--- src/rtl/audio_deserializer.sv ---
// rtl/audio_deserializer.sv - I2S ADC deserializer producing registered {left,right} sample pairs
// Optional saturating error counter output ERR_CNT enabled by macro AUDIO_DESERIALIZER_ERRCNT_EN.
module audio_deserializer #(
    parameter int DATA_W = 16
) (
    input  logic                BCLK,
    input  logic                RST_N,
    input  logic                ADCLRCK,
    input  logic                ADCDAT,
    output logic [2*DATA_W-1:0] ADCDAT_PAR,
    output logic                PAR_VALID,
    output logic                FRAME_ERR
`ifdef AUDIO_DESERIALIZER_ERRCNT_EN
    ,
    output logic [7:0]          ERR_CNT
`endif
);

    localparam int CNT_W = $clog2(DATA_W + 1);
    localparam logic [CNT_W-1:0] LAST_CNT = CNT_W'(DATA_W - 1);
    localparam logic [CNT_W-1:0] FULL_CNT = CNT_W'(DATA_W);

    typedef enum logic [2:0] {
        IDLE    = 3'd0,
        SHIFT_L = 3'd1,
        WAIT_L  = 3'd2,
        SHIFT_R = 3'd3,
        WAIT_R  = 3'd4
    } state_t;

    state_t              state_q, state_d;
    logic                lr_q;
    logic [CNT_W-1:0]    cnt_q, cnt_d;
    logic [DATA_W-1:0]   sr_l_q, sr_l_d;
    logic [DATA_W-1:0]   sr_r_q, sr_r_d;
    logic                pend_q, pend_d;
    logic [2*DATA_W-1:0] par_q, par_d;
    logic                par_valid_q;
    logic                frame_err_q;

    logic lr_edge, lr_rise, lr_fall, last_bit;
    logic shift_l, shift_r, start_word, short_word, right_done;

    assign lr_edge  = ADCLRCK ^ lr_q;
    assign lr_rise  = lr_edge & ADCLRCK;
    assign lr_fall  = lr_edge & ~ADCLRCK;
    assign last_bit = (cnt_q == LAST_CNT);

    always_ff @(posedge BCLK or negedge RST_N) begin
        if (!RST_N) begin
            state_q <= IDLE;
        end else begin
            state_q <= state_d;
        end
    end

    // A frame-clock edge landing on the final sample completes the word and
    // immediately opens the next channel, so 16-slot frames lose no edge.
    always_comb begin
        state_d = state_q;
        unique case (state_q)
            IDLE: begin
                if (lr_fall) state_d = SHIFT_L;
            end
            SHIFT_L: begin
                if (last_bit) begin
                    state_d = lr_rise ? SHIFT_R : WAIT_L;
                end else if (lr_edge) begin
                    state_d = lr_fall ? SHIFT_L : IDLE;
                end
            end
            WAIT_L: begin
                if (lr_rise) state_d = SHIFT_R;
            end
            SHIFT_R: begin
                if (last_bit) begin
                    state_d = lr_fall ? SHIFT_L : WAIT_R;
                end else if (lr_edge) begin
                    state_d = lr_fall ? SHIFT_L : IDLE;
                end
            end
            WAIT_R: begin
                if (lr_fall) state_d = SHIFT_L;
            end
            default: state_d = IDLE;
        endcase
    end

    always_comb begin
        shift_l = 1'b0;
        shift_r = 1'b0;
        unique case (state_q)
            SHIFT_L: shift_l = 1'b1;
            SHIFT_R: shift_r = 1'b1;
            default: ;
        endcase
        short_word = (shift_l | shift_r) & lr_edge & ~last_bit;
        right_done = shift_r & last_bit;
        start_word = lr_edge & ((state_d == SHIFT_L) || (state_d == SHIFT_R));
    end

    // The pair is published one edge after the right LSB; the left register may
    // already be taking the next frame's MSB on that same edge.
    always_comb begin
        sr_l_d = sr_l_q;
        sr_r_d = sr_r_q;
        cnt_d  = cnt_q;
        if (shift_l) sr_l_d = {sr_l_q[DATA_W-2:0], ADCDAT};
        if (shift_r) sr_r_d = {sr_r_q[DATA_W-2:0], ADCDAT};
        if (start_word) begin
            cnt_d = '0;
        end else if (shift_l || shift_r) begin
            cnt_d = last_bit ? FULL_CNT : cnt_q + CNT_W'(1);
        end
        pend_d = right_done;
        par_d  = pend_q ? {sr_l_q, sr_r_q} : par_q;
    end

    always_ff @(posedge BCLK or negedge RST_N) begin
        if (!RST_N) begin
            lr_q        <= 1'b0;
            cnt_q       <= '0;
            sr_l_q      <= '0;
            sr_r_q      <= '0;
            pend_q      <= 1'b0;
            par_q       <= '0;
            par_valid_q <= 1'b0;
            frame_err_q <= 1'b0;
        end else begin
            lr_q        <= ADCLRCK;
            cnt_q       <= cnt_d;
            sr_l_q      <= sr_l_d;
            sr_r_q      <= sr_r_d;
            pend_q      <= pend_d;
            par_q       <= par_d;
            par_valid_q <= pend_q;
            frame_err_q <= short_word;
        end
    end

    assign ADCDAT_PAR = par_q;
    assign PAR_VALID  = par_valid_q;
    assign FRAME_ERR  = frame_err_q;

`ifdef AUDIO_DESERIALIZER_ERRCNT_EN
    logic [7:0] err_cnt_q, err_cnt_d;

    always_comb begin
        err_cnt_d = err_cnt_q;
        if (short_word && (err_cnt_q != 8'hFF)) err_cnt_d = err_cnt_q + 8'd1;
    end

    always_ff @(posedge BCLK or negedge RST_N) begin
        if (!RST_N) begin
            err_cnt_q <= 8'd0;
        end else begin
            err_cnt_q <= err_cnt_d;
        end
    end

    assign ERR_CNT = err_cnt_q;
`endif

endmodule

--- config.mk ---
export PLATFORM = sky130hd
export DESIGN_NAME = audio_deserializer
export DESIGN_NICKNAME = d
export VERILOG_FILES = /design/src/rtl/audio_deserializer.sv
export SDC_FILE = /design/constraint.sdc
export NUM_CORES = 1
export LEC_CHECK = 0
export CAP_MARGIN = 20
export CORE_MARGIN = 2
export CORE_UTILIZATION = 50
export CTS_BUF_LIST = sky130_fd_sc_hd__clkbuf_8
export DETAILED_ROUTE_END_ITERATION = 16
export PLACE_DENSITY = 0.78
export REMOVE_ABC_BUFFERS = 1
export SETUP_SLACK_MARGIN = 0.15
export SYNTH_ARGS = -nofsm -noshare
export SYNTH_HDL_FRONTEND = slang
export SYNTH_SLANG_ARGS = --single-unit
--- constraint.sdc ---
create_clock -name BCLK -period 2.54 [get_ports BCLK]
set_clock_uncertainty 0.1 [all_clocks]
set_input_delay 0.508 -clock BCLK [delete_from_list [all_inputs] [get_ports BCLK]]
set_output_delay 0.508 -clock BCLK [all_outputs]
set_load 0.01 [all_outputs]
Word-level counts from Yosys, hierarchy flattened. Index checks and enable logic that the tools add are counted.

Register bits after elaboration: 76. Bits of input ports: 4.

Add/subtract/negate cells: 1. Reductions and logical operators: 5. Multiplexer cells: 14. Equality and inequality tests: 7. Bitwise operators: 10.

Operators by type and width (count): 2-to-1 mux 3 bit (6); 2-to-1 mux 5 bit (3); one-hot mux 3 bit (4 select lines) (1); equality test 3 x 2 -> 1 bit, second input constant (3); bitwise AND 1 bit (6); equality test 3 x 1 -> 1 bit, second input constant (2); adder 5 x 1 -> 5 bit, second input constant (1); equality test 5 x 4 -> 1 bit, second input constant (1); 2-to-1 mux 1 bit (4); equality test 3 bit, second input constant (1); logical NOT 3 bit (1); logical OR 1 bit (2); inverter 1 bit (2); nonzero test 2 bit (1); OR reduction 2 bit (1); bitwise OR 1 bit (1); XOR 1 bit (1).

Logic depth before layout (Yosys ltp).
Depth after elaboration: 10. Mapped depth: 7.

Least setup slack after synthesis. OpenSTA, ideal clock, no wires.

Path kind: register to register. Start point: register cnt_q[0]. End point: register cnt_q[4]. Slack: 666 ps. Arrival: 1650 ps. Period minus slack after synthesis: 1874 ps. Library setup time: 124 ps. Buffers on the path: 1. Required time: 2316 ps. Stages on the path, launching flop included: 8. Cells stage by stage: dfrtp_1 > ha_1 > and3_1 > ha_1 > buf_2 > a31oi_1 > o221a_4 > a211oi_2.

Word-level cells in the longest chain between the ends: 7.

RTL lines: start, declared (RTL line 33) `logic [CNT_W-1:0] cnt_q, cnt_d;`; start signal, assigned (RTL line 131) `cnt_q <= cnt_d;`; equality test 5 x 4 -> 1 bit (RTL line 47) `assign last_bit = (cnt_q == LAST_CNT);`; 2-to-1 mux 3 bit (on tied branches) (RTL line 76, 66); one-hot mux 3 bit (4 select lines) (RTL line 61) `unique case (state_q)`; equality test 3 x 1 -> 1 bit or equality test 3 x 2 -> 1 bit (tied branches) (RTL line 99) `start_word = lr_edge & ((state_d == SHIFT_L) || (state_d == SHIFT_R));`; logical OR 1 bit (RTL line 99); bitwise AND 1 bit (RTL line 99); 2-to-1 mux 5 bit or nonzero test 2 bit (tied branches).

Several ways; a longest one is shown, not always the timed one. The select of a mux whose other input is x is not followed. A chain may end at the register's enable or synchronous reset.

Final worst setup path.
Start point: register cnt_q[0]. End point: register cnt_q[3].

The elaborated chain is that of the path after synthesis.

==> run_results.csv <==
group,metric,value,unit
synth,synthCells,195,
routing,viasPerCell,5.326,
synth,syn_area,3064,um^2
sta,finalCritPeriodShare,87.11,%
sta,fin_crit,2213,ps
grt,use_met2,24.68,%
routing,wl,4.750,mm
pwr,p_leak,1.804,nW
sta,tightestPinTransition,604.8,ps
cts,cts.path.max_buffers,2,
die,rows,28,
cts,root_buffer,"clkbuf_8",
grt,track_usage,16.09,%
cts,ctsHoldBuffers,0,
finish,syn2layout_area_growth,22.29,%
pwr,power.density,836.0,nW/um^2
setup_path,max_stage_delay,430,ps
setup_path,cp-end-kind,"flop",
sta,hold_slack,9.087,ps
routing,dr.pass1.iters,4,
sta,rsz0062_at_grt,"false",
synth,synth_seq_area_share,62.07,%
sta,relSlewSlack,59.68,%
finish,layout.cells.non_filler,316,
setup_path,cp_cell_sequence,"ha_1, and3_1, ha_1, nor2_1, a221oi_2, o221a_4, a21oi_1",
sta,hold_viol,0,
setup_path,crit_slowest_cell,"ha_1",
cts,clock-sinks,76,
grt,grt_max_degree,43,
grt,antenna_found_initial,0,
finish,drive_gt1_share,35.27,%
die,fp.dieH,82.29,um
setup_path,crit_required,2660,ps
placement,place_congestion,0.7263,
cts,clk-insertion-delay-late,330,ps
synth,synth_seq_cells,76,
die,ios,38,
grt,grt_remaining_overflow,0,
grt,met1_usage,21.84,%
setup_path,critical_path_class,"reg -> reg",
die,die_x,82.29,um
routing,drt_iter0_drc,57,
synth,synth.distinct_cells,30,
routing,wl_per_cell,15.03,um
placement,port-buffer-count,37,
sta,report.final.slew_viol_count,0,
setup_path,r2r_slack,330,ps
grt,grt_use_met3,2.935,%
grt,grt.busiest_layer,"met2",
routing,drc,0,
finish,finalNetCount,244,
pwr,ir_worst_vdd,0.4852,mV
sta,setup-violations-final,0,
die,initial_utilization,51.75,%
run_status,outcome,"finished, final reports clean",
routing,num_vias,1683,
grt,first_global_vias,1691,
routing,detail-route-antenna-nets,0,
setup_path,start_kind,"flop",
die,die-area,6771,um^2
finish,n_antenna_cell,0,
placement,place_hpwl,3.114,mm
synth,avgSynthCellArea,15.71,um^2
placement,dp.cells,300,
synth,yosys_warnings,0,
setup_path,crit_top_cell,"ha_1",
grt,grt_pass1_wl,8.093,mm
setup_path,cp_max_fo,12,
cts,post_cts_resized,0,
worst_hold_path,hold_path_class,"in -> async",
cts,numCtsBuffers,9,
setup_path,worstPathArrival,2330,ps
cts,htreeDepth,3,
cts,cts_tree,"done",
cts,path_clk_slew,70,ps
sta,fmax,0.4520,GHz
flow_run,maxCapViolations,0,
die,core,5921,um^2
sta,finalSetupTns,0,ps
cts,post-cts-setup-buffer-count,0,
[registers in the layout (all words and copies together) (netlist names)]
name        flops
PAR_VALID       1
sr_r_q         16
pend_q          1
FRAME_ERR       1
state_q         3
lr_q            1
sr_l_q         16
ADCDAT_PAR     32
cnt_q           5
[synthesized netlist by cell type]
cell type  number  area, um^2
a211oi_2        1       12.51
a21oi_1         6       30.03
a221oi_2        1       15.01
a311oi_1        1       8.760
a31oi_1         2       12.51
and2b_4         1       10.01
and3_1          2       12.51
buf_2           4       20.02
buf_6           4       45.04
clkbuf_1        1       3.750
dfrtp_1        76        1902
ha_1            4       50.05
inv_1           4       15.01
mux2_1          4       45.04
mux2_2         50       563.0
mux2_4         10       150.1
mux2i_1         1       10.01
nand2_1         2       7.510
nand2_4         1       11.26
nand2b_1        3       18.77
nand3b_1        1       7.510
nand4_1         1       6.260
nor2_1          4       15.01
nor2_8          1       20.02
nor3_1          4       20.02
nor4b_1         1       8.760
o21a_1          1       7.510
o21ai_0         2       10.01
o221a_4         1       20.02
or2_2           1       6.260
[path summary, 6_finish.rpt]
check	cells after the start	from	to
worst max-delay path	7	cnt_q[0]	cnt_q[3]
worst min-delay path	1	RST_N	ADCDAT_PAR[19]
worst max register to register	7	cnt_q[0]	cnt_q[3]
worst min register to register	1	ADCDAT_PAR[3]	ADCDAT_PAR[3]
max in group asynchronous	2	RST_N	ADCDAT_PAR[1]
min in group BCLK	1	ADCDAT_PAR[3]	ADCDAT_PAR[3]
[critical path: cells and delay by family, from the launching register on]
family,cells,cell delay (ps)
DFF,1,420
adders and majority gates,2,640
AOI/OAI and AO/OA,3,670
and+or+nand+nor,2,270
[cell families (layout without fill, tap and decap cells)]
| family | count (synthesis) | count (layout) | synth area share, % |
|---|---|---|---|
| buffers and inverters | 13 | 59 | 2.735 |
| and+or+nand+nor | 22 | 22 | 4.696 |
| adders and majority gates | 4 | 4 | 1.633 |
| DFF | 76 | 76 | 62.07 |
| muxes | 65 | 65 | 25.07 |
| AOI/OAI and AO/OA | 15 | 15 | 3.797 |
[cell type report]
class                           instances  area (um^2)
Timing Repair Buffer                   39        407.9
Sequential cell                        76         1902
Clock buffer                           11        151.4
Tap cell                               75        93.84
Inverter                                4        15.01
Fill cell                             461         2173
Clock inverter                          5        98.84
Multi-Input combinational cell        106         1079
[cells in the final DEF, fill, tap and decap left out, drive strengths merged, types with 2 or more instances in the layout]
| cell | count |
|---|---|
| clkdlybuf4s50 | 36 |
| nand2b | 3 |
| a21oi | 6 |
| nor3 | 4 |
| o21ai | 2 |
| bufinv | 3 |
| dfrtp | 76 |
| nand2 | 3 |
| a31oi | 2 |
| inv | 5 |
| and3 | 2 |
| buf | 3 |
| mux2 | 64 |
| clkbuf | 11 |
| nor2 | 5 |
| ha | 4 |
[report_power, final]
group / internal, W / total, W / switching (W)
sequential: 0.00141 / 0.00157 / 0.000158
clock: 0.000701 / 0.00111 / 0.000411
combinational: 0.000253 / 0.000453 / 0.000200
total: 0.00236 / 0.00313 / 0.000769
[per-layer routing]
layer / up-vias / wire length, um
li1: 779 / -
met1: 861 / 2266
met2: 33 / 2233
met3: 10 / 156
met4: 0 / 93
met5: - / 0
[per-stage QoR]
step	setup slack [ps]	instance area, um^2	util (%)	power [W]
floorplan	619.3	2995	-	0.001901
global placement	185.7	3497	59.07	0.002013
detailed placement	102.3	3497	59.07	0.002044
CTS	351.4	3747	63.29	0.003166
global route	176.0	3747	63.29	0.003284
finish	327.4	3747	63.29	0.003133
Power figures use the tool's default switching activity.
